$ cat config.mk
export PLATFORM = sky130hd
export DESIGN_NAME = fact_core_flat
export DESIGN_NICKNAME = d
export VERILOG_FILES = /design/src/rtl/fact_core_if.sv /design/src/rtl/fact_core.sv /design/src/flat_wrapper.sv
export SDC_FILE = /design/constraint.sdc
export NUM_CORES = 1
export LEC_CHECK = 0
export CAP_MARGIN = 20
export CORE_MARGIN = 2
export CORE_UTILIZATION = 60
export CTS_CLUSTER_DIAMETER = 100
export DETAILED_ROUTE_END_ITERATION = 12
export HOLD_SLACK_MARGIN = 0.06
export PLACE_DENSITY = 0.84
export RECOVER_POWER = 50
export SLEW_MARGIN = 20
export SYNTH_ARGS = -nofsm -noshare
export SYNTH_HDL_FRONTEND = slang
export SYNTH_SLANG_ARGS = --single-unit
$ cat constraint.sdc
create_clock -name clk -period 11.4 [get_ports clk]
set_clock_uncertainty 0.1 [all_clocks]
set_input_delay 1.14 -clock clk [delete_from_list [all_inputs] [get_ports clk]]
set_output_delay 1.14 -clock clk [all_outputs]
set_load 0.005 [all_outputs]
$ cat src/rtl/fact_core_if.sv
// Register-bus bundle between the peripheral address decoder and fact_core.
// Decoder side drives strobes, select and write data; the core returns read data and busy.
interface fact_core_if #(
  parameter int DATA_WIDTH = 32
);
  logic                  we1;
  logic                  we2;
  logic [1:0]            rdsel;
  logic [DATA_WIDTH-1:0] wd;
  logic [DATA_WIDTH-1:0] rd;
  logic                  busy;

  modport master (output we1, output we2, output rdsel, output wd,
                  input rd, input busy);
  modport slave  (input we1, input we2, input rdsel, input wd,
                  output rd, output busy);
endinterface

$ cat src/rtl/fact_core.sv
// Iterative factorial engine: operand/go/status/result registers with a multi-cycle multiply FSM.
// Optional macro FACT_ERR_EN builds the sticky 2xDATA_WIDTH overflow flag; otherwise results wrap silently.
//
// state | meaning
// IDLE  | post-reset, waiting for a start; n and go writable
// CALC  | multiplying res by cnt and counting cnt down; bus writes ignored
// DONE  | result and status held; behaves as IDLE for writes
module fact_core #(
  parameter int N_WIDTH    = 4,
  parameter int DATA_WIDTH = 32
) (
  input logic        clk,
  input logic        rst_n,
  fact_core_if.slave bus
);

  typedef enum logic [1:0] {
    IDLE = 2'd0,
    CALC = 2'd1,
    DONE = 2'd2
  } state_t;

  state_t                state_q, state_d;
  logic [N_WIDTH-1:0]    n_q, n_d;
  logic [N_WIDTH-1:0]    cnt_q, cnt_d;
  logic                  go_q, go_d;
  logic                  done_q, done_d;
  logic                  err_q;
  logic [DATA_WIDTH-1:0] res_q, res_d;
  logic [DATA_WIDTH-1:0] prod_lo;
  logic [DATA_WIDTH-1:0] rd_mux;
  logic                  unused_wd;

`ifdef FACT_ERR_EN
  logic                    err_d;
  logic [2*DATA_WIDTH-1:0] prod;
  logic                    ovf;

  assign prod    = {{DATA_WIDTH{1'b0}}, res_q} * {{(2*DATA_WIDTH-N_WIDTH){1'b0}}, cnt_q};
  assign prod_lo = prod[DATA_WIDTH-1:0];
  assign ovf     = |prod[2*DATA_WIDTH-1:DATA_WIDTH];
`else
  assign prod_lo = res_q * {{(DATA_WIDTH-N_WIDTH){1'b0}}, cnt_q};
  assign err_q   = 1'b0;
`endif

  assign unused_wd = ^bus.wd[DATA_WIDTH-1:N_WIDTH];

  always_comb begin
    state_d = state_q;
    n_d     = n_q;
    cnt_d   = cnt_q;
    go_d    = go_q;
    done_d  = done_q;
    res_d   = res_q;
`ifdef FACT_ERR_EN
    err_d   = err_q;
`endif
    case (state_q)
      CALC: begin
        if (cnt_q <= N_WIDTH'(1)) begin
          state_d = DONE;
          done_d  = 1'b1;
          go_d    = 1'b0;
        end else begin
          res_d = prod_lo;
          cnt_d = cnt_q - N_WIDTH'(1);
`ifdef FACT_ERR_EN
          if (ovf) err_d = 1'b1;
`endif
        end
      end
      default: begin
        if (bus.we1) n_d = bus.wd[N_WIDTH-1:0];
        if (bus.we2) begin
          if (bus.wd[0]) begin
            // start samples the pre-edge n_q, so a same-edge n write only affects the next run
            state_d = CALC;
            go_d    = 1'b1;
            cnt_d   = n_q;
            res_d   = {{(DATA_WIDTH-1){1'b0}}, 1'b1};
            done_d  = 1'b0;
`ifdef FACT_ERR_EN
            err_d   = 1'b0;
`endif
          end else begin
            go_d = 1'b0;
          end
        end
      end
    endcase
  end

  always_ff @(posedge clk or negedge rst_n) begin
    if (!rst_n) begin
      state_q <= IDLE;
      n_q     <= '0;
      cnt_q   <= '0;
      go_q    <= 1'b0;
      done_q  <= 1'b0;
      res_q   <= '0;
`ifdef FACT_ERR_EN
      err_q   <= 1'b0;
`endif
    end else begin
      state_q <= state_d;
      n_q     <= n_d;
      cnt_q   <= cnt_d;
      go_q    <= go_d;
      done_q  <= done_d;
      res_q   <= res_d;
`ifdef FACT_ERR_EN
      err_q   <= err_d;
`endif
    end
  end

  always_comb begin
    rd_mux = '0;
    case (bus.rdsel)
      2'b00:   rd_mux[N_WIDTH-1:0] = n_q;
      2'b01:   rd_mux[0]           = go_q;
      2'b10:   rd_mux[1:0]         = {err_q, done_q};
      default: rd_mux              = res_q;
    endcase
  end

  assign bus.rd   = rd_mux;
  assign bus.busy = (state_q == CALC);

endmodule

$ cat src/flat_wrapper.sv
// flat-port wrapper written by rule: the top's interface ports become plain ports
module fact_core_flat 
#(
  parameter int N_WIDTH    = 4,
  parameter int DATA_WIDTH = 32
)
  (clk, rst_n, bus_we1, bus_we2, bus_rdsel, bus_wd, bus_rd, bus_busy);
  fact_core_if #(.DATA_WIDTH(DATA_WIDTH)) bus_i ();
  input logic clk;
  input logic rst_n;
  input wire logic [$bits(bus_i.we1)-1:0] bus_we1;
  input wire logic [$bits(bus_i.we2)-1:0] bus_we2;
  input wire logic [$bits(bus_i.rdsel)-1:0] bus_rdsel;
  input wire logic [$bits(bus_i.wd)-1:0] bus_wd;
  output wire logic [$bits(bus_i.rd)-1:0] bus_rd;
  output wire logic [$bits(bus_i.busy)-1:0] bus_busy;
  assign bus_i.we1 = bus_we1;
  assign bus_i.we2 = bus_we2;
  assign bus_i.rdsel = bus_rdsel;
  assign bus_i.wd = bus_wd;
  assign bus_rd = bus_i.rd;
  assign bus_busy = bus_i.busy;
  fact_core #(.N_WIDTH(N_WIDTH), .DATA_WIDTH(DATA_WIDTH)) u_core (.clk(clk), .rst_n(rst_n), .bus(bus_i));
endmodule
; After elaboration in Yosys (flattened, before gate mapping)
; Index checks and enable logic that the tools add are counted.
[totals]
elab_cells = 48
reg_bits = 44
output_inout_bits = 33
in_bits = 38
[classes]
n_mul = 1
bitwise = 1
n_eq_ne = 5
magnitude_cmp = 1
addsub = 1
n_reduce_logical = 9
muxes = 24
[ops]
columns = operator, count
row1 = two-way mux 32 bit, 4
row2 = multiplier 32 x 4 -> 32 bit, 1
row3 = two-way mux 28 bit, 1
row4 = two-way mux 4 bit, 4
row5 = two-way mux 1 bit, 8
row6 = two-way mux 2 bit, 4
row7 = AND reduction 3 bit, 2
row8 = "equality test 2 x 1 -> 1 bit, second input constant", 2
row9 = "<= comparator 4 x 1 -> 1 bit, second input constant", 1
row10 = case mux 2 bit (2 select lines), 1
row11 = AND reduction 2 bit, 2
row12 = nonzero test 2 bit, 2
row13 = "subtractor 4 x 1 -> 4 bit, second input constant", 1
row14 = case mux 1 bit (3 select lines), 1
row15 = OR reduction 3 bit, 1
row16 = "equality test 2 bit, second input constant", 1
row17 = logical NOT 2 bit, 1
row18 = "inequality test 2 x 1 -> 1 bit, second input constant", 1
row19 = "inequality test 2 bit, second input constant", 1
row20 = case mux 1 bit (2 select lines), 1
row21 = OR reduction 2 bit, 1
row22 = NOT 1 bit, 1

; Longest topological paths before layout
[logic_depth]
ltp_word = 3
depth_mapped = 16
depth_no_buf = 13

; Worst setup path after synthesis
; OpenSTA, ideal clock, no wires.
[synth_path]
kind = flip-flop to flip-flop
from = reg u_core.cnt_q[3]
to = reg u_core.res_q[29]
path_slack_ns = 7.198
arrival_time_ns = 3.976
n_path_buf = 2
setup_time_ns = 0.126
t_required_ns = 11.174
path_stages_with_launch = 16
period_less_slack_ns = 4.202
path_cell_list = dfrtp_1 clkbuf_1 clkbuf_1 and2_1 fa_1 inv_1 fa_1 inv_1 ha_1 a21o_1 a22o_1 o31ai_1 a31oi_1 a211oi_2 mux2_1 a221o_1
[synth_between]
elab_chain_len = 3
word_cells_on_any_way = 6
classes_between = 1 x mul / 1 x order compare / 1 x eq/ne / 2 x mux / 1 x reduce/logical
[synth_rtl]
columns = element, line
row1 = from (decl), fact_core.sv:25  ; logic [N_WIDTH-1:0] cnt_q, cnt_d;
row2 = from (signal assigned), fact_core.sv:108  ; cnt_q <= cnt_d;
row3 = multiplier 32 x 4 -> 32 bit / <= comparator 4 x 1 -> 1 bit (equally long branches), "fact_core.sv:43, fact_core.sv:61"
row4 = two-way mux 32 bit / inequality test 2 bit (equally long branches), -
row5 = two-way mux 32 bit / AND reduction 3 bit (equally long branches), -
row6 = to (signal assigned), fact_core.sv:111  ; res_q <= res_d;
row7 = to (decl), fact_core.sv:29  ; logic [DATA_WIDTH-1:0] res_q, res_d;
; Parallel ways exist; a longest one is shown, timed or not. The select of a mux whose other input is x is not followed.
; A chain may end at the register's enable or synchronous reset.

; Final worst setup path
; Ends and elaborated chain as after synthesis.

==> results_dict.tcl <==
set metrics [dict create \
    ys.flop_type "dfrtp_1" \
    p_per_area_nw_per_um2 200 \
    area_delta_synth_final_pct 9.58 \
    io_pins 71 \
    critical_path_class "flop to flop" \
    drv_cap 2 \
    synth_area_um2 5900 \
    dieArea_um2 10700 \
    antenna_found_initial 0 \
    nFillCells 817 \
    arrival_ps 4940 \
    yosysUniqueCellTypes 60 \
    yosysTopAreaCell "fa_1" \
    insertion_delay_ps 300 \
    die_width_um 103 \
    wl_per_cell_um 16.0 \
    dr.pass1.iters 4 \
    initial_core_util 0.610 \
    worstMarginPinSlew_ps 2440 \
    worstSetupStartpointType "flop" \
    synth_edf_count 0 \
    grt_pass1_wl_mm 24.6 \
    cp.required_ps 11480 \
    core_area_um2 9680 \
    rows 36 \
    synth_top_family_by_area "adder cells" \
    setup-tns-final_ps 0 \
    whs_path_depth 2 \
    synthXorXnorAreaFrac 0.0386 \
    p_total_mw 1.29 \
    gr-usage-all-layers 0.289 \
    leakage_nw 3.29 \
    placedCellCount 879 \
    cts-root-buf "clkbuf_8" \
    clockBufferDepth 2 \
    failed_checks "max-capacitance violations, max-slew violations" \
    htree_levels 2 \
    synthAdderAreaFrac 0.265 \
    cts_made_buffers 5 \
    reg2reg_depth 13 \
    avgViaCountPerCell 5.71 \
    cts_resized 0 \
    gp_congestion 0.930 \
    post-route-period-util 0.427 \
    drive_gt1_frac 0.0358 \
    multi_input_area_um2 4260 \
    final_common_cell "inv_1" \
    rr_startpoint "u_core.cnt_q[3]" \
    diodes 0 \
    ir_worst_vdd_mv 0.141 \
    finalMaxSlewViolations 80 \
    syn-mean-instance-area_um2 8.08 \
    synth_top_area_share 0.193 \
    hold_viol_final 0 \
    drcViolationCount 0 \
    grt_max_degree 44 \
    finalNetCount 882 \
    hp-start "u_core.state_q[1]" \
    layout_setup_ws_ps 6540 \
    async_reset_ff_frac 1.00 \
    fin_crit_ps 4860 \
    hp-class "flop to flop" \
    ys_top_cells_by_area "fa_1 (19%), dfrtp_1 (18%), and2_1 (9.6%)" \
    synth-warning-count 0 \
    rsz0062_at_grt "false" \
    ys_seq_elements 43 \
    regArea_um2 1080 \
    post-cts-setup-buffer-count 0 \
    vias 5067 \
    setup_viol 0 \
    cts_tree "yes" \
    yosysSeqAreaShare 0.182 \
    muxShareOfSynthArea 0.0153 \
    path_clk_slew_ps 80 \
    port_buffers 42 \
    pre_cts_slack_ps 6650 \
    crit_start "u_core.cnt_q[3]" \
    place_hpwl_mm 10.7 \
    outcome "finished with violations" \
    dieHeight_um 103 \
    fin_cells 887 \
    synth_cells 731 \
    synth_compound_area_frac 0.159 \
    path_max_fanout 32 \
    first_global_vias 5232 \
    synthSimpleGateAreaFrac 0.242 \
    overflow 0 \
    clock-sinks 43 \
    slew_headroom -0.629 \
    finalWirelength_mm 14.2 \
    fin_util 0.668 \
    drt_iter0_drc 322 \
    drtAntennaViolNets 0 \
    layout_common_cells "inv_1 (120), and2_1 (91), nand2_1 (87)" \
    end_kind "flop" \
    cts_hold_buf 0 \
    clock.fmax_ghz 0.206 \
    syn-num-nets 860 \
]
## area by class of cell
type / instances / share of cell area
multi-input cells: 536 / 0.658
repair buffers: 47 / 0.0681
clock buffers: 7 / 0.0118
flip-flops and latches: 43 / 0.166
well taps: 133 / 0.0257
clock inverters: 1 / 0.000774
inverters: 120 / 0.0696
## cell usage after synthesis, types with 2 or more instances
cell	count
a21oi_1	34
dfrtp_1	43
nand2b_1	5
inv_1	120
mux2_2	5
o31ai_1	3
o211ai_1	3
nor2_1	27
a31oi_1	7
xnor2_1	15
o21ai_0	40
or3_1	2
clkbuf_1	30
o21a_1	5
nor2b_1	2
nand3_1	8
a22o_1	11
o21bai_1	4
and3_1	29
o211a_1	2
a21o_1	11
a32o_1	2
ha_1	34
nor3_1	4
nand2_1	87
fa_1	57
and2_1	91
nand4_1	5
a211oi_1	2
xor2_1	11
buf_2	2
a31o_2	2
## path summary, 6_finish.rpt
kind                                endpoint  slack [ps]
min                        u_core.state_q[1]         410
min in group asynchronous      u_core.n_q[0]        1480
max reg2reg                 u_core.res_q[29]        6540
max                         u_core.res_q[29]        6540
max in group asynchronous   u_core.res_q[19]        8330
min reg2reg                u_core.state_q[1]         410
## worst max-delay path, cell delays in order, from the launching register on
cell and delay, ps:
dfrtp_1 790, and2_1 360, fa_1 530, inv_1 60, fa_1 530, inv_1 50
ha_1 370, a21o_1 250, a22o_1 210, o31ai_1 330, a31oi_1 170, a211oi_2 340
mux2_1 360, a221o_1 290
## where the power goes
part	switching, mW	internal (mW)
registers	0.0987	0.209
clock network	0.0547	0.0432
logic	0.531	0.354
## per-layer routing
metal	vias to the layer above	global-route usage	routed length [um]
met2	141	0.512	7290
met3	15	0.0175	639
met1	2494	0.393	6060
met5	-	0	0
li1	2417	-	-
met4	0	0.0628	191
## registers in the layout (all words and copies together) (netlist names)
register	count
u_core.n_q	4
u_core.go_q	1
u_core.res_q	32
u_core.cnt_q	4
u_core.state_q	2
## logic make-up (layout without fill, tap and decap cells)
group | count (synthesis) | after routing
AOI/OAI and AO/OA | 141 | 141
xor gates and xnor gates | 26 | 26
adders and majority gates | 91 | 91
buffers and inverters | 152 | 175
DFF | 43 | 43
muxes | 7 | 7
and+or+nand+nor | 271 | 271
## metrics by stage
stage | hold slack [ps] | area, um^2
after floorplan | 355 | 5900
after global placement | 374 | 6400
after detailed placement | 397 | 6400
after CTS | 419 | 6480
after global routing | 438 | 6470
final | 415 | 6470
No activity file was read; power rests on OpenSTA's default activity.
